==> config.mk <==
export PLATFORM = sky130hd
export DESIGN_NAME = axi4_ram_arbiter_flat
export DESIGN_NICKNAME = d
export VERILOG_FILES = /design/src/rtl/axi_ram_pkg.sv /design/src/rtl/axi4_ram_arbiter_if.sv /design/src/rtl/axi4_ram_arbiter.sv /design/src/flat_wrapper.sv
export SDC_FILE = /design/constraint.sdc
export NUM_CORES = 1
export LEC_CHECK = 0
export CORE_AREA = 2 2 161 163
export DETAILED_ROUTE_END_ITERATION = 16
export DIE_AREA = 0 0 163 165
export PLACE_DENSITY_LB_ADDON = 0.2
export SETUP_SLACK_MARGIN = 0.1
export SLEW_MARGIN = 10
export SYNTH_ARGS = -nofsm -noshare
export SYNTH_HDL_FRONTEND = slang
export SYNTH_SLANG_ARGS = --single-unit
==> constraint.sdc <==
create_clock -name clock -period 2 [get_ports clock]
set_input_delay 0.2 -clock clock [delete_from_list [all_inputs] [get_ports clock]]
set_output_delay 0.2 -clock clock [all_outputs]
set_load 0.01 [all_outputs]
==> src/rtl/axi_ram_pkg.sv <==
// Shared types and default widths for the AXI4 RAM arbiter slice.
package axi_ram_pkg;

    localparam int DEF_ADDR_W = 32;
    localparam int DEF_DATA_W = 64;

    typedef enum logic [2:0] {
        IDLE,
        RD_ADDR,
        RD_DATA,
        WR_REQ,
        WR_RESP
    } state_e;

    typedef enum logic {
        OWN_IF = 1'b0,
        OWN_DM = 1'b1
    } owner_e;

endpackage

==> src/rtl/axi4_ram_arbiter_if.sv <==
// Requester ports of both masters plus the simplified AXI RAM port, bundled as one bus.
interface axi4_ram_arbiter_if
    import axi_ram_pkg::*;
#(
    parameter int ADDR_W = DEF_ADDR_W,
    parameter int DATA_W = DEF_DATA_W
);

    localparam int STRB_W = DATA_W / 8;

    logic              m0_req;
    logic [ADDR_W-1:0] m0_addr;
    logic              m0_gnt;
    logic              m0_rvalid;

    logic              m1_req;
    logic              m1_we;
    logic [ADDR_W-1:0] m1_addr;
    logic [DATA_W-1:0] m1_wdata;
    logic [STRB_W-1:0] m1_wstrb;
    logic              m1_gnt;
    logic              m1_rvalid;
    logic              m1_bvalid;

    logic [DATA_W-1:0] rsp_rdata;

    logic [ADDR_W-1:0] s_awaddr;
    logic              s_awvalid;
    logic              s_awready;
    logic [ADDR_W-1:0] s_araddr;
    logic              s_arvalid;
    logic              s_arready;
    logic [DATA_W-1:0] s_rdata;
    logic [DATA_W-1:0] s_wdata;
    logic [STRB_W-1:0] s_wstrb;
    logic              s_wvalid;
    logic              s_wready;
    logic              s_bvalid;

    // The arbiter is the master of the RAM port; the environment (cores + RAM) is the slave side.
    modport master (
        input  m0_req, m0_addr,
        input  m1_req, m1_we, m1_addr, m1_wdata, m1_wstrb,
        input  s_awready, s_arready, s_rdata, s_wready, s_bvalid,
        output m0_gnt, m0_rvalid,
        output m1_gnt, m1_rvalid, m1_bvalid,
        output rsp_rdata,
        output s_awaddr, s_awvalid, s_araddr, s_arvalid,
        output s_wdata, s_wstrb, s_wvalid
    );

    modport slave (
        output m0_req, m0_addr,
        output m1_req, m1_we, m1_addr, m1_wdata, m1_wstrb,
        output s_awready, s_arready, s_rdata, s_wready, s_bvalid,
        input  m0_gnt, m0_rvalid,
        input  m1_gnt, m1_rvalid, m1_bvalid,
        input  rsp_rdata,
        input  s_awaddr, s_awvalid, s_araddr, s_arvalid,
        input  s_wdata, s_wstrb, s_wvalid
    );

endinterface

==> src/rtl/axi4_ram_arbiter.sv <==
// Round-robin arbiter sharing one AXI RAM port between ifetch (m0, read-only) and dmem (m1),
// with a single transaction outstanding at a time.
module axi4_ram_arbiter
    import axi_ram_pkg::*;
#(
    parameter int ADDR_W = DEF_ADDR_W,
    parameter int DATA_W = DEF_DATA_W
) (
    input  logic                clock,
    input  logic                reset,
    axi4_ram_arbiter_if.master  bus
);

    localparam int STRB_W = DATA_W / 8;

    state_e            state_q, state_d;
    owner_e            owner_q, owner_d;
    logic              rr_ptr_q, rr_ptr_d;
    logic [ADDR_W-1:0] addr_q, addr_d;
    logic [DATA_W-1:0] wdata_q, wdata_d;
    logic [STRB_W-1:0] wstrb_q, wstrb_d;
    logic              aw_done_q, aw_done_d;
    logic              w_done_q, w_done_d;

    logic pick_m0;
    logic pick_m1;
    logic aw_valid;
    logic w_valid;

    // rr_ptr == 0 favours m1 when both request; gated by reset so no grant leaks out of reset.
    always_comb begin
        pick_m0 = 1'b0;
        pick_m1 = 1'b0;
        if (state_q == IDLE && !reset) begin
            if (bus.m1_req && (!bus.m0_req || !rr_ptr_q)) begin
                pick_m1 = 1'b1;
            end else if (bus.m0_req) begin
                pick_m0 = 1'b1;
            end
        end
    end

    assign aw_valid = (state_q == WR_REQ) && !aw_done_q;
    assign w_valid  = (state_q == WR_REQ) && !w_done_q;

    always_comb begin
        state_d   = state_q;
        owner_d   = owner_q;
        rr_ptr_d  = rr_ptr_q;
        addr_d    = addr_q;
        wdata_d   = wdata_q;
        wstrb_d   = wstrb_q;
        aw_done_d = aw_done_q;
        w_done_d  = w_done_q;
        case (state_q)
            IDLE: begin
                if (pick_m1) begin
                    owner_d   = OWN_DM;
                    addr_d    = bus.m1_addr;
                    wdata_d   = bus.m1_wdata;
                    wstrb_d   = bus.m1_wstrb;
                    rr_ptr_d  = 1'b1;
                    aw_done_d = 1'b0;
                    w_done_d  = 1'b0;
                    state_d   = bus.m1_we ? WR_REQ : RD_ADDR;
                end else if (pick_m0) begin
                    owner_d  = OWN_IF;
                    addr_d   = bus.m0_addr;
                    rr_ptr_d = 1'b0;
                    state_d  = RD_ADDR;
                end
            end
            RD_ADDR: begin
                if (bus.s_arready) begin
                    state_d = RD_DATA;
                end
            end
            RD_DATA: begin
                state_d = IDLE;
            end
            // Address and data channels complete independently, possibly in the same cycle.
            WR_REQ: begin
                aw_done_d = aw_done_q | (aw_valid & bus.s_awready);
                w_done_d  = w_done_q | (w_valid & bus.s_wready);
                if (aw_done_d && w_done_d) begin
                    state_d = WR_RESP;
                end
            end
            WR_RESP: begin
                if (bus.s_bvalid) begin
                    state_d = IDLE;
                end
            end
            default: begin
                state_d = IDLE;
            end
        endcase
    end

    always_ff @(posedge clock) begin
        if (reset) begin
            state_q   <= IDLE;
            owner_q   <= OWN_IF;
            rr_ptr_q  <= 1'b0;
            addr_q    <= '0;
            wdata_q   <= '0;
            wstrb_q   <= '0;
            aw_done_q <= 1'b0;
            w_done_q  <= 1'b0;
        end else begin
            state_q   <= state_d;
            owner_q   <= owner_d;
            rr_ptr_q  <= rr_ptr_d;
            addr_q    <= addr_d;
            wdata_q   <= wdata_d;
            wstrb_q   <= wstrb_d;
            aw_done_q <= aw_done_d;
            w_done_q  <= w_done_d;
        end
    end

    assign bus.m0_gnt    = pick_m0;
    assign bus.m1_gnt    = pick_m1;
    assign bus.m0_rvalid = (state_q == RD_DATA) && (owner_q == OWN_IF);
    assign bus.m1_rvalid = (state_q == RD_DATA) && (owner_q == OWN_DM);
    assign bus.m1_bvalid = (state_q == WR_RESP) && bus.s_bvalid;
    assign bus.rsp_rdata = bus.s_rdata;

    assign bus.s_araddr  = addr_q;
    assign bus.s_arvalid = (state_q == RD_ADDR);
    assign bus.s_awaddr  = addr_q;
    assign bus.s_awvalid = aw_valid;
    assign bus.s_wdata   = wdata_q;
    assign bus.s_wstrb   = wstrb_q;
    assign bus.s_wvalid  = w_valid;

endmodule

==> src/flat_wrapper.sv <==
// flat-port wrapper written by rule: the top's interface ports become plain ports
module axi4_ram_arbiter_flat import axi_ram_pkg::*;
#(
    parameter int ADDR_W = DEF_ADDR_W,
    parameter int DATA_W = DEF_DATA_W
)
  (clock, reset, bus_m0_req, bus_m0_addr, bus_m1_req, bus_m1_we, bus_m1_addr, bus_m1_wdata, bus_m1_wstrb, bus_s_awready, bus_s_arready, bus_s_rdata, bus_s_wready, bus_s_bvalid, bus_m0_gnt, bus_m0_rvalid, bus_m1_gnt, bus_m1_rvalid, bus_m1_bvalid, bus_rsp_rdata, bus_s_awaddr, bus_s_awvalid, bus_s_araddr, bus_s_arvalid, bus_s_wdata, bus_s_wstrb, bus_s_wvalid);
  axi4_ram_arbiter_if #(.ADDR_W(ADDR_W), .DATA_W(DATA_W)) bus_i ();
  input  logic clock;
  input  logic reset;
  input wire logic [$bits(bus_i.m0_req)-1:0] bus_m0_req;
  input wire logic [$bits(bus_i.m0_addr)-1:0] bus_m0_addr;
  input wire logic [$bits(bus_i.m1_req)-1:0] bus_m1_req;
  input wire logic [$bits(bus_i.m1_we)-1:0] bus_m1_we;
  input wire logic [$bits(bus_i.m1_addr)-1:0] bus_m1_addr;
  input wire logic [$bits(bus_i.m1_wdata)-1:0] bus_m1_wdata;
  input wire logic [$bits(bus_i.m1_wstrb)-1:0] bus_m1_wstrb;
  input wire logic [$bits(bus_i.s_awready)-1:0] bus_s_awready;
  input wire logic [$bits(bus_i.s_arready)-1:0] bus_s_arready;
  input wire logic [$bits(bus_i.s_rdata)-1:0] bus_s_rdata;
  input wire logic [$bits(bus_i.s_wready)-1:0] bus_s_wready;
  input wire logic [$bits(bus_i.s_bvalid)-1:0] bus_s_bvalid;
  output wire logic [$bits(bus_i.m0_gnt)-1:0] bus_m0_gnt;
  output wire logic [$bits(bus_i.m0_rvalid)-1:0] bus_m0_rvalid;
  output wire logic [$bits(bus_i.m1_gnt)-1:0] bus_m1_gnt;
  output wire logic [$bits(bus_i.m1_rvalid)-1:0] bus_m1_rvalid;
  output wire logic [$bits(bus_i.m1_bvalid)-1:0] bus_m1_bvalid;
  output wire logic [$bits(bus_i.rsp_rdata)-1:0] bus_rsp_rdata;
  output wire logic [$bits(bus_i.s_awaddr)-1:0] bus_s_awaddr;
  output wire logic [$bits(bus_i.s_awvalid)-1:0] bus_s_awvalid;
  output wire logic [$bits(bus_i.s_araddr)-1:0] bus_s_araddr;
  output wire logic [$bits(bus_i.s_arvalid)-1:0] bus_s_arvalid;
  output wire logic [$bits(bus_i.s_wdata)-1:0] bus_s_wdata;
  output wire logic [$bits(bus_i.s_wstrb)-1:0] bus_s_wstrb;
  output wire logic [$bits(bus_i.s_wvalid)-1:0] bus_s_wvalid;
  assign bus_i.m0_req = bus_m0_req;
  assign bus_i.m0_addr = bus_m0_addr;
  assign bus_i.m1_req = bus_m1_req;
  assign bus_i.m1_we = bus_m1_we;
  assign bus_i.m1_addr = bus_m1_addr;
  assign bus_i.m1_wdata = bus_m1_wdata;
  assign bus_i.m1_wstrb = bus_m1_wstrb;
  assign bus_i.s_awready = bus_s_awready;
  assign bus_i.s_arready = bus_s_arready;
  assign bus_i.s_rdata = bus_s_rdata;
  assign bus_i.s_wready = bus_s_wready;
  assign bus_i.s_bvalid = bus_s_bvalid;
  assign bus_m0_gnt = bus_i.m0_gnt;
  assign bus_m0_rvalid = bus_i.m0_rvalid;
  assign bus_m1_gnt = bus_i.m1_gnt;
  assign bus_m1_rvalid = bus_i.m1_rvalid;
  assign bus_m1_bvalid = bus_i.m1_bvalid;
  assign bus_rsp_rdata = bus_i.rsp_rdata;
  assign bus_s_awaddr = bus_i.s_awaddr;
  assign bus_s_awvalid = bus_i.s_awvalid;
  assign bus_s_araddr = bus_i.s_araddr;
  assign bus_s_arvalid = bus_i.s_arvalid;
  assign bus_s_wdata = bus_i.s_wdata;
  assign bus_s_wstrb = bus_i.s_wstrb;
  assign bus_s_wvalid = bus_i.s_wvalid;
  axi4_ram_arbiter #(.ADDR_W(ADDR_W), .DATA_W(DATA_W)) u_core (.clock(clock), .reset(reset), .bus(bus_i));
endmodule
==> results.cfg <==
[finish]
syn_to_final_growth_pct = 54.3
finish.utilization = 0.325
antenna_cells = 0
drive_gt1_frac = 0.0879
design_area_sq_mm = 0.00815
fin_nets = 1013
stdcell_count = 1138

[timing]
hold_viol_final = 0
setup_violations = 0
clock.fmax_mhz = 571
min_period_ns = 1.75
slew_violations = 0
fin_skew_ns = 0.0127
rsz0062_at_grt = no
post-route-period-util = 0.876
worst_pin_slew_ns = 0.569
relSlewSlack = 0.621
tns_ns = 0

[detailed_routing]
first_pass_iters = 6
drtIter0Drc = 250
routedWlPerCell_um = 14.9
dr_total_vias = 4663
post_drt_via_cell_ratio = 4.10
drc = 0
drtAntennaViolNets = 0
finalWirelength_um = 16900

[cts]
clkTransAtPathRegs_ns = 0.08
cts_hold_buf = 0
cts_buffer_depth = 2
cts_root_buf = clkbuf_16
cts_tree = built
cts.sinks = 110
htree_levels = 3
clock_latency_ns = 0.35
cts_buffers = 9

[critical_path]
cp-start-kind = flop
worstPathArrival_ns = 1.55
slowest_stage = dfxtp_1
critPathMaxStageDelay_ns = 0.39
crit_cells = 3
crit_fanout = 11
critPathRequiredTime_ns = 1.80
crit_path_cell_trace = buf_4 > nor4bb_1 > dlygate4sd2_1
ff2ff_path_depth = 7
path_buf_inv = 2
crit_family = buffers and inverters
crit_path_end_kind = primary output
crit_type = flop to primary output

[synthesis]
yosysWarnings = 0
syn_area_sq_mm = 0.00528
avgSynthCellArea_sq_um = 8.41
synth_cell_type_count = 27
ys_ff_latch = 110
async_flop_share = 0
synth_nets = 837
synthFlopType = dfxtp_1
yosysSeqAreaShare = 0.417
synth_edf_count = 0
postSynthCellCount = 628

[floorplan]
core_sq_mm = 0.0250
io_pins = 417
rows = 58
start_util = 0.211
die_area_sq_mm = 0.0269
die_y_um = 165
die_w_um = 163

[global_routing]
grt.total_usage = 0.121
grt_max_degree = 112
antenna_found_initial = 0
grt_pass1_wl_um = 25200
grt_pass1_vias = 4490
grt.overflow.total = 0

[power]
peakVddDrop_v = 0.000328
power_density_mw_per_mm2 = 790
p_leak_nw = 3.21

[placed_design]
globalplace.congestion = 0.707
place_area_sq_mm = 0.00785
dp_cells = 1122
dpl.hpwl_um = 11800
port_buffers = 288

[outcome]
status = finished, final reports clean

[worst_hold_path]
hp-class = input port to flop
hold_path_depth = 4

[flow_run]
cap_violations = 0
path summary, 6_finish.rpt:
| path | end | slack [ns] | from |
|---|---|---|---|
| setup reg to reg | u_core.bus.s_araddr[25] | 0.32 | u_core.state_q[0] |
| hold reg to reg | u_core.bus.s_wdata[1] | 0.48 | u_core.bus.s_wdata[1] |
| setup / recovery | bus_m1_rvalid | 0.25 | u_core.state_q[1] |
| hold / removal | u_core.state_q[0] | 0.23 | reset |
synthesized netlist by cell type (all sizes together) (3+ instances only):
master	count	area (sq um)
nor2	35	131
buf	121	856
a311oi	33	489
nand2	210	788
nor3	3	15.0
nand3b	72	541
a21oi	6	30.0
nand2b	3	18.8
clkbuf	17	63.8
dfxtp	110	2200
sequential cells by signal (all words and copies together), names as in the netlist:
name,count
u_core.bus.s_wdata,64
u_core.bus.s_araddr,32
u_core.bus.s_wstrb,8
u_core.state_q,3
u_core.aw_done_q,1
u_core.owner_q,1
u_core.w_done_q,1
through the flow:
stage	setup WS (ns)	hold WS, ns	total power [mW]
floorplan	0.502	0.299	3.67
global route	0.112	0.216	6.82
detailed placement	0.176	0.400	4.59
global placement	0.190	0.400	4.59
CTS	0.0562	0.195	6.58
finish	0.247	0.228	6.44
worst register-to-register path, stage by stage, from the launching register on:
cell	delay (ns)
dfxtp_1	0.34
nor4_4	0.28
buf_4	0.17
nand3_4	0.09
clkinv_2	0.13
buf_12	0.24
nand2_1	0.12
a311oi_2	0.23
cells in the final DEF, fill, tap and decap left out, drive strengths merged:
master         netlist  layout
clkdlybuf4s50        0     279
nand3                2       2
nor4b                2       2
nand2b               3       3
a21oi                6       6
clkinvlp             0       1
nand2              210     210
bufinv               0       1
o21ba                1       1
nand3b              72      72
nor3                 3       3
buf                121      16
nor4bb               2       2
a311oi              33      33
and3                 1       1
dlygate4sd2          0       7
o21bai               1       1
nor4                 1       1
o21ai                2       2
nor2                35      35
dfxtp              110     110
nor2b                2       2
o221ai               1       1
and2                 1       1
clkinv               1       2
o21a                 1       1
inv                  0       2
clkbuf              17      11
layout make-up:
class                      instances  area (sq um)
clock buffer                      10           239
timing repair buffer             303          3050
multi-input combinational        379          2170
inverter                           1          5.00
sequential                       110          2200
fill                            2659         16900
clock inverter                     5          66.3
tap                              330           413
kinds of logic after synthesis:
logic type / synth area share
flops: 0.417
simple gates: 0.302
buf+inv: 0.175
compound gates: 0.107
what timing repair did:
| action | 4_1_cts | 5_1_grt |
|---|---|---|
| gates resized for setup | 9 | 3 |
| endpoints found under the setup margin | 8 | 2 |
| pin swaps | 1 | 0 |
| setup buffers | 1 | 0 |
| cloned | 0 | 0 |
routing by layer:
layer	GRT usage	vias up	part of all wire
met4	0.0386	0	0.012
li1	-	2316	-
met5	0	-	0
met3	0.0392	15	0.075
met2	0.201	203	0.48
met1	0.147	2129	0.43
report_power, final:
group	leakage, nW	switching [mW]	internal [mW]
sequential	0.905	0.161	2.44
clock	0.147	0.914	1.02
combinational	2.16	0.820	1.08
total	3.21	1.90	4.55
Note: power is estimated with default switching activity, not from simulation.
